$ cat config.mk
export PLATFORM = sky130hd
export DESIGN_NAME = branch_predictor
export DESIGN_NICKNAME = d
export VERILOG_FILES = /design/src/rtl/branch_predictor.sv
export SDC_FILE = /design/constraint.sdc
export NUM_CORES = 2
export LEC_CHECK = 0
export BUFFER_PORTS_ARGS = -buffer_cell sky130_fd_sc_hd__buf_2
export CAP_MARGIN = 15
export CORE_MARGIN = 3
export CORE_UTILIZATION = 47
export CTS_CLUSTER_SIZE = 28
export DETAILED_ROUTE_END_ITERATION = 7
export PLACE_DENSITY = 0.67
export SLEW_MARGIN = 20
export SYNTH_ARGS = -nofsm -noshare
export SYNTH_HDL_FRONTEND = slang
export SYNTH_SLANG_ARGS = --single-unit
$ cat constraint.sdc
create_clock -name clk -period 10.73 [get_ports clk]
set_input_delay 1.6095 -clock clk [delete_from_list [all_inputs] [get_ports clk]]
set_output_delay 1.6095 -clock clk [all_outputs]
set_load 0.02 [all_outputs]
$ cat src/rtl/branch_predictor.sv
`timescale 1ns/1ps
// branch_predictor: next-PC predictor (static not-taken / bimodal / gshare) with BHT, BTB and perf counters.
// Latency: IF lookup and EX resolution are combinational; table, GHR and counter writes land on the next clk edge.
// Backpressure: none toward IF; ex_stall holds off the update and mispredict until EX advances.
//
// Ports:
//   clk, rst              clock; asynchronous active-high reset
//   if_pc                 fetch PC            -> pred_next_pc, pred_taken, pred_ghr
//   ex_valid, ex_stall    EX handshake (update fires when ex_valid && !ex_stall)
//   ex_pc, ex_is_branch, ex_is_jump, ex_taken, ex_target
//                         resolved instruction in EX
//   ex_pred_next_pc, ex_ghr
//                         prediction and GHR snapshot carried down with the instruction
//   mispredict, redirect_pc
//                         squash request and correct next PC
//   branch_count, mispredict_count
//                         free-running performance counters (wrap mod 2^32)
module branch_predictor #(
  parameter int MODE         = 1,   // 0 static not-taken, 1 bimodal, 2 gshare
  parameter int BHT_IDX_BITS = 6,   // BHT depth = 2^BHT_IDX_BITS, also the GHR width
  parameter int BTB_IDX_BITS = 5,   // BTB depth = 2^BTB_IDX_BITS, direct mapped
  parameter int CTR_BITS     = 2    // saturating counter width, 1..4
) (
  input  logic                    clk,
  input  logic                    rst,
  // IF lookup
  input  logic [31:0]             if_pc,
  output logic [31:0]             pred_next_pc,
  output logic                    pred_taken,
  output logic [BHT_IDX_BITS-1:0] pred_ghr,
  // EX resolution
  input  logic                    ex_valid,
  input  logic                    ex_stall,
  input  logic [31:0]             ex_pc,
  input  logic                    ex_is_branch,
  input  logic                    ex_is_jump,
  input  logic                    ex_taken,
  input  logic [31:0]             ex_target,
  input  logic [31:0]             ex_pred_next_pc,
  input  logic [BHT_IDX_BITS-1:0] ex_ghr,
  output logic                    mispredict,
  output logic [31:0]             redirect_pc,
  // performance counters
  output logic [31:0]             branch_count,
  output logic [31:0]             mispredict_count
);

  localparam int BHT_ENTRIES = 1 << BHT_IDX_BITS;
  localparam int BTB_ENTRIES = 1 << BTB_IDX_BITS;
  localparam int TAG_BITS    = 32 - BTB_IDX_BITS - 2;

  // Weakly not-taken: MSB clear, all lower bits set (0 for a 1-bit counter).
  localparam logic [CTR_BITS-1:0] CTR_INIT = CTR_BITS'((1 << (CTR_BITS - 1)) - 1);
  localparam logic [CTR_BITS-1:0] CTR_MAX  = {CTR_BITS{1'b1}};
  localparam logic [CTR_BITS-1:0] CTR_ONE  = CTR_BITS'(1);

  localparam bit USE_TABLES = (MODE != 0);
  localparam bit USE_GHR    = (MODE == 2);

  // --------------------------------------------------------------------------
  // State
  // --------------------------------------------------------------------------
  logic [CTR_BITS-1:0]     r_bht     [BHT_ENTRIES];
  logic [BTB_ENTRIES-1:0]  r_btb_vld;
  logic [BTB_ENTRIES-1:0]  r_btb_jmp;
  logic [TAG_BITS-1:0]     r_btb_tag [BTB_ENTRIES];
  logic [31:0]             r_btb_tgt [BTB_ENTRIES];
  logic [BHT_IDX_BITS-1:0] r_ghr;
  logic [31:0]             r_branch_cnt;
  logic [31:0]             r_mispred_cnt;

  // --------------------------------------------------------------------------
  // IF-side lookup
  // --------------------------------------------------------------------------
  logic [31:0]             w_if_pc_plus4;
  logic [BHT_IDX_BITS-1:0] w_if_bht_idx;
  logic [BTB_IDX_BITS-1:0] w_if_btb_idx;
  logic [TAG_BITS-1:0]     w_if_tag;
  logic [CTR_BITS-1:0]     w_if_ctr;
  logic                    w_if_hit;

  assign w_if_pc_plus4 = if_pc + 32'd4;
  // Bimodal uses the PC bits directly; gshare folds the live GHR in.
  assign w_if_bht_idx  = if_pc[BHT_IDX_BITS+1:2] ^ (USE_GHR ? r_ghr : '0);
  assign w_if_btb_idx  = if_pc[BTB_IDX_BITS+1:2];
  assign w_if_tag      = if_pc[31:BTB_IDX_BITS+2];
  assign w_if_ctr      = r_bht[w_if_bht_idx];
  assign w_if_hit      = r_btb_vld[w_if_btb_idx] && (r_btb_tag[w_if_btb_idx] == w_if_tag);

  // Reads state only, so an update in the same cycle is not visible here.
  always_comb begin
    pred_taken   = 1'b0;
    pred_next_pc = w_if_pc_plus4;
    if (USE_TABLES && w_if_hit && (r_btb_jmp[w_if_btb_idx] || w_if_ctr[CTR_BITS-1])) begin
      pred_taken   = 1'b1;
      pred_next_pc = r_btb_tgt[w_if_btb_idx];
    end
  end

  assign pred_ghr = r_ghr;

  // --------------------------------------------------------------------------
  // EX-side resolution
  // --------------------------------------------------------------------------
  logic [31:0]             w_ex_pc_plus4;
  logic                    w_ex_ctrl;
  logic [31:0]             w_ex_actual;
  logic                    w_ex_fire;
  logic [BHT_IDX_BITS-1:0] w_ex_bht_idx;
  logic [BTB_IDX_BITS-1:0] w_ex_btb_idx;
  logic [TAG_BITS-1:0]     w_ex_tag;
  logic [CTR_BITS-1:0]     w_ex_ctr;
  logic [CTR_BITS-1:0]     w_ex_ctr_nxt;
  logic [BHT_IDX_BITS:0]   w_ghr_shift;

  assign w_ex_pc_plus4 = ex_pc + 32'd4;
  assign w_ex_ctrl     = ex_is_branch | ex_is_jump;
  assign w_ex_actual   = (w_ex_ctrl && ex_taken) ? ex_target : w_ex_pc_plus4;
  // A stalled EX instruction will be seen again; act only once it moves on.
  assign w_ex_fire     = ex_valid && !ex_stall;

  assign mispredict    = w_ex_fire && (w_ex_actual != ex_pred_next_pc);
  assign redirect_pc   = w_ex_actual;

  // Train the counter the instruction actually consulted, hence the carried ex_ghr.
  assign w_ex_bht_idx  = ex_pc[BHT_IDX_BITS+1:2] ^ (USE_GHR ? ex_ghr : '0);
  assign w_ex_btb_idx  = ex_pc[BTB_IDX_BITS+1:2];
  assign w_ex_tag      = ex_pc[31:BTB_IDX_BITS+2];
  assign w_ex_ctr      = r_bht[w_ex_bht_idx];

  always_comb begin
    w_ex_ctr_nxt = w_ex_ctr;
    if (ex_taken) begin
      if (w_ex_ctr != CTR_MAX) w_ex_ctr_nxt = w_ex_ctr + CTR_ONE;
    end else begin
      if (w_ex_ctr != '0) w_ex_ctr_nxt = w_ex_ctr - CTR_ONE;
    end
  end

  // Shift in the outcome; the extra top bit falls off when truncated.
  assign w_ghr_shift = {r_ghr, ex_taken};

  // --------------------------------------------------------------------------
  // Update enables
  // --------------------------------------------------------------------------
  logic w_bht_we;
  logic w_ghr_we;
  logic w_btb_alloc;
  logic w_btb_inval;

  assign w_bht_we    = USE_TABLES && w_ex_fire && ex_is_branch;
  assign w_ghr_we    = USE_GHR && w_ex_fire && ex_is_branch;
  // Taken branches and all jumps allocate; not-taken branches never do.
  assign w_btb_alloc = USE_TABLES && w_ex_fire &&
                       ((ex_is_branch && ex_taken) || (ex_is_jump && !ex_is_branch));
  // A non-control instruction that was predicted to redirect hit a stale or
  // aliased BTB entry; drop it so it does not keep costing a squash.
  assign w_btb_inval = w_ex_fire && !w_ex_ctrl && (ex_pred_next_pc != w_ex_pc_plus4);

  // --------------------------------------------------------------------------
  // Sequential state
  // --------------------------------------------------------------------------
  always_ff @(posedge clk or posedge rst) begin
    if (rst) begin
      for (int i = 0; i < BHT_ENTRIES; i++) r_bht[i] <= CTR_INIT;
    end else if (w_bht_we) begin
      r_bht[w_ex_bht_idx] <= w_ex_ctr_nxt;
    end
  end

  always_ff @(posedge clk or posedge rst) begin
    if (rst) begin
      r_btb_vld <= '0;
    end else if (w_btb_alloc) begin
      r_btb_vld[w_ex_btb_idx] <= 1'b1;
    end else if (w_btb_inval) begin
      r_btb_vld[w_ex_btb_idx] <= 1'b0;
    end
  end

  // Entry payload needs no reset: it is ignored until its valid bit is set.
  always_ff @(posedge clk) begin
    if (w_btb_alloc) begin
      r_btb_tag[w_ex_btb_idx] <= w_ex_tag;
      r_btb_tgt[w_ex_btb_idx] <= ex_target;
      r_btb_jmp[w_ex_btb_idx] <= !ex_is_branch;
    end
  end

  // Non-speculative history: advanced at resolution, never repaired.
  always_ff @(posedge clk or posedge rst) begin
    if (rst) begin
      r_ghr <= '0;
    end else if (w_ghr_we) begin
      r_ghr <= w_ghr_shift[BHT_IDX_BITS-1:0];
    end
  end

  always_ff @(posedge clk or posedge rst) begin
    if (rst) begin
      r_branch_cnt  <= '0;
      r_mispred_cnt <= '0;
    end else begin
      if (w_ex_fire && ex_is_branch) r_branch_cnt  <= r_branch_cnt + 32'd1;
      if (mispredict)                r_mispred_cnt <= r_mispred_cnt + 32'd1;
    end
  end

  assign branch_count     = r_branch_cnt;
  assign mispredict_count = r_mispred_cnt;

endmodule
# == Word level (Yosys, flattened, before mapping) ==
# Memories as Yosys holds them, arrays and structs flattened.
# Cells that the tools add are included.
# op_classes
order_cmp,6
n_addsub,6
bitwise_logic,6
n_eq_ne,4
n_mux,26
reduce_logical,20
# ops
op,count
128-bit bitwise mux,1
32-bit 2-to-1 mux,4
32-bit by 1-bit adder with 32-bit output (second input constant),2
32-bit by 3-bit adder with 32-bit output (second input constant),2
32-bit inequality test,2
32-bit AND,1
32-bit bitwise mux,1
32-bit NOT,1
32-bit bitwise OR,1
25-bit equality test,1
2-bit binary-select mux with 6-bit select,2
2-bit 2-to-1 mux,8
7-bit greater-or-equal comparator (second input constant),2
6-bit NOT with 7-bit output,2
1-bit logical AND,13
2-bit demux with 6-bit select,1
5-bit by 6-bit less-than comparator with 1-bit output (second input constant),2
1-bit binary-select mux with 5-bit select,2
7-bit by 1-bit less-than comparator with 1-bit output (second input constant),1
1-bit 2-to-1 mux,6
1-bit demux with 5-bit select,1
5-bit by 1-bit greater-or-equal comparator with 1-bit output (second input constant),1
2-bit nonzero test,2
1-bit zero test,3
5 further kinds,6
# word_totals
out_inout_bits,136
mem_bits_rw,1824
register_bits,256
mem_count,2
inputBits,141
elab_cells,138
# mem_list
name,depth,width,read_ports,rd_clocked_by_memory_dff,write_ports,line,text
r_btb_tgt,32,32,1,0,1,67,logic [31:0] r_btb_tgt [BTB_ENTRIES];
r_btb_tag,32,25,1,0,1,66,logic [TAG_BITS-1:0] r_btb_tag [BTB_ENTRIES];

# == Logic depth before layout (Yosys ltp) ==
# logic_depth
ltp_word,8
ltp_mapped,15
mapped_depth_nobuf,11

# == Worst setup path before layout ==
# Ideal clock, no wire load.
# synth_timing
kind,input to register
start,input ex_pc[4]
end,"register r_btb_jmp[7], enable pin"
path_buffers,4
t_arrival_ns,6.925
setup_time_ns,0.547
cell_stages,6
path_slack_ns,3.257
required_ns,10.183
path_cell_list,clkbuf_1 > buf_2 > buf_1 > clkbuf_1 > nand3_1 > nor3_1
# synth_lines
element,line,text
start: declaration,34,"input logic [31:0] ex_pc,"
end signal: indexed assignment,186,r_btb_jmp[w_ex_btb_idx] <= !ex_is_branch;
end: declaration,65,logic [BTB_ENTRIES-1:0] r_btb_jmp;

# == Final worst setup path ==
# layout_timing
start,input if_pc[4]
end,output pred_next_pc[29]
# layout_between
elab_chain_len,7
elab_cells_between_ends,16
cone_classes,1 x add/sub; 1 x eq/ne; 8 x mux; 1 x bitwise; 3 x reduce/logical; 2 x memory
# layout_lines
element,line,text
start: declaration,27,"input logic [31:0] if_pc,"
branches (longest 6 deep; another with memory 32 x 25 bit),--,
32-bit 2-to-1 mux *,94,if (USE_TABLES && w_if_hit && (r_btb_jmp[w_if_btb_idx] || w_if_ctr[CTR_BITS-1])) begin
end: declaration,28,"output logic [31:0] pred_next_pc,"
# Every way passes the cells marked *. The select of a mux whose other input is x is not followed.

==> reports/metrics.csv <==
metric;value;unit
Power Density;179;nW/um2
IO Count;277;
worst slew pin tran;1.19;ns
WS Path Type;primary input to output port;
Slew headroom;20.0;%
dominant cell type by area after synthesis;edfxtp_1;
drt initial violations;6175;
hold buffers post-CTS;0;
RSZ-0062 raised after global routing;no;
Remaining Overflow, GRT;0;
final setup fails;0;
Setup crit end kind;output port;
port buffer count;264;
setup bufs post-CTS;0;
dpl ws;2.44;ns
routed vias/inst;6.37;
placed cells;6993;
hold path cells;1;
most instantiated cells after synthesis;edfxtp_1, mux4_2, nand2_1, nor2_1, dfrtp_1;
Worst-path clk slew;0.06;ns
max-slew violation count;0;
register bit total from synthesis;2080;
CP Launch Point;if_pc[4];
CTS tree;built;
Syn-to-layout area delta;13.1;%
EDFF count, synth;1856;
Peak Freq;120;MHz
prevailing post-synth register cell;edfxtp_1;
final worst slack;2.39;ns
vias;47200;
dpl cell area;90000;um2
synth warn;0;
CTS Buf Count;203;
First-pass DRT Iterations;7;
Yosys top cell area share;65.2;%
Mapped Avg Cell Area;19.0;um2
share of layout cells above drive strength 1;29.6;%
HP Start;mispredict_count[31];
initial antenna violation count;37;
Max Clock Skew;0.0273;ns
mapped cell area;85500;um2
DR WL/cell;33.5;um
Post-Layout Inst Area;96700;um2
fin crit share;77.7;%
CP arrival;6.73;ns
Synth area leaders;edfxtp_1, mux4_2, dfrtp_1;
CP Max Fanout;125;
Hold Crit Class;flop to flop;
Layout Cells excl Fill;7402;
Synth async-reset ratio;10.8;%
Critical Path RT;9.12;ns
R2R cell count;10;
Synth Instances;4502;
status;completed;
leakage;32.1;nW
H-Tree Level Count;4;
Hold Violations, Final;0;
Worst-Skew Late Latency;0.84;ns
register area share after synthesis;71.9;%
final worst path period need;8.34;ns
Initial Util;47.6;%
drt total wl;248000;um
Critical Path Start Type;primary input;
CTS max path bufs;3;
total track usage;26.5;%
most frequent cell after synthesis;edfxtp_1;
Site Rows;155;
synth unique cells;82;
# resized after CTS;0;
HPWL after DPL;146000;um
Reg2Reg Setup Slack;7.19;ns
die height;432;um
VDD IR max;189;uV
max-cap violations;0;
chip width;432;um
first-pass GRT wire length;349000;um
Setup TNS Final;0;ns
GP Congestion;0.956;
largest net degree at the start of global routing;156;
Final nets;4991;
die footprint;187000;um2
R2R Path Start;r_bht[30];
DR DRC count;0;
clk root buf;clkbuf_16;
Core Box Area;180000;um2
Post-DRT Antenna Nets;0;
clock sinks;2080;
vias in the first global route;46500;
[path summary, 6_finish.rpt]
| path | to |
|---|---|
| worst min-delay path | mispredict_count[31] |
| worst min register to register | mispredict_count[31] |
| min in group asynchronous | mispredict_count[5] |
| max in group asynchronous | branch_count[29] |
| worst max register to register | r_bht[37] |
| worst max-delay path | pred_next_pc[29] |
[cell type report]
type                       count  area, um2
clock buffer                 247       5350
clock inverter               135       1310
antenna                       27       67.6
sequential                  2080      61400
fill                       13900      82900
tap                         2355       2950
inverter                      26        118
multi-input combinational   2141      23100
timing repair buffer         391       2410
[power breakdown]
group	leakage, nW	internal, mW	switching, mW
clock network	3.25	4.04	3.10
logic	9.34	0.415	0.740
registers	19.5	8.91	0.0528
[worst max-delay path, stage by stage]
cell and delay (ns):
buf_8 0.32, buf_12 0.67, or3b_2 0.81, o22ai_1 0.19, a2111oi_0 0.70, a211oi_1 0.18
xnor2_1 0.24, nand4b_1 0.17, nor4_4 0.33, buf_12 0.31, nor2_1 0.09, a21oi_1 0.63
buf_2 0.30
[layer usage]
layer / vias to the layer above / global-route usage (%) / routed length, um
met5: - / 0 / 78
met4: 12 / 12.7 / 12300
met3: 516 / 4.79 / 22000
met2: 2637 / 42.3 / 121000
met1: 25000 / 35.3 / 92500
li1: 19100 / - / -
[sequential cells by signal, summed over array words and instances (netlist names), named ones only]
| name | flops |
|---|---|
| r_btb_tgt | 1024 |
| r_btb_tag | 800 |
| r_bht | 128 |
| branch_count | 32 |
| mispredict_count | 32 |
| r_btb_jmp | 32 |
[cells in the final DEF (no fill, tap or decap), types with 18 or more instances in the layout]
cell type	count
mux2_2	152
o21ai_0	69
diode_2	27
nand4_1	43
a221oi_1	18
o221ai_1	27
nor2_4	31
xor2_1	59
clkbuf_1	36
edfxtp_1	1856
nor2_1	151
a21oi_1	83
and3_1	41
clkinv_2	47
dfstp_2	64
bufinv_16	20
o22ai_1	24
a31oi_1	19
nand2b_1	19
clkinv_1	40
o21ai_1	35
a211oi_1	23
mux4_2	509
mux2i_1	159
a22oi_1	31
buf_4	120
buf_2	260
clkbuf_16	205
xnor2_1	141
inv_1	22
dfrtp_1	160
nand3_1	65
nand2_1	198
nor2b_1	18
nor3_1	25
[per-stage QoR]
step	power [mW]	util (%)	hold WS (ns)
6_report	17.3	53.8	0.475
5_1_grt	17.7	53.8	0.489
4_1_cts	17.3	53.8	0.480
3_5_place_dp	10.3	50.1	0.466
3_3_place_gp	10.3	50.1	0.461
2_1_floorplan	9.79	-	0.445
[logic make-up (layout without fill, tap and decap cells)]
| family | Yosys count | count (layout) | share of synthesized area, % |
|---|---|---|---|
| and+or+nand+nor | 687 | 687 | 3.94 |
| AOI/OAI and AO/OA | 418 | 418 | 3.25 |
| xor gates and xnor gates | 201 | 201 | 2.08 |
| other | 1 | 33 | 0.00439 |
| adders and majority gates | 9 | 9 | 0.126 |
| muxes | 820 | 820 | 17.3 |
| buffers and inverters | 286 | 799 | 1.48 |
| DFF | 2080 | 2080 | 71.9 |
Power figures use the tool's default switching activity.
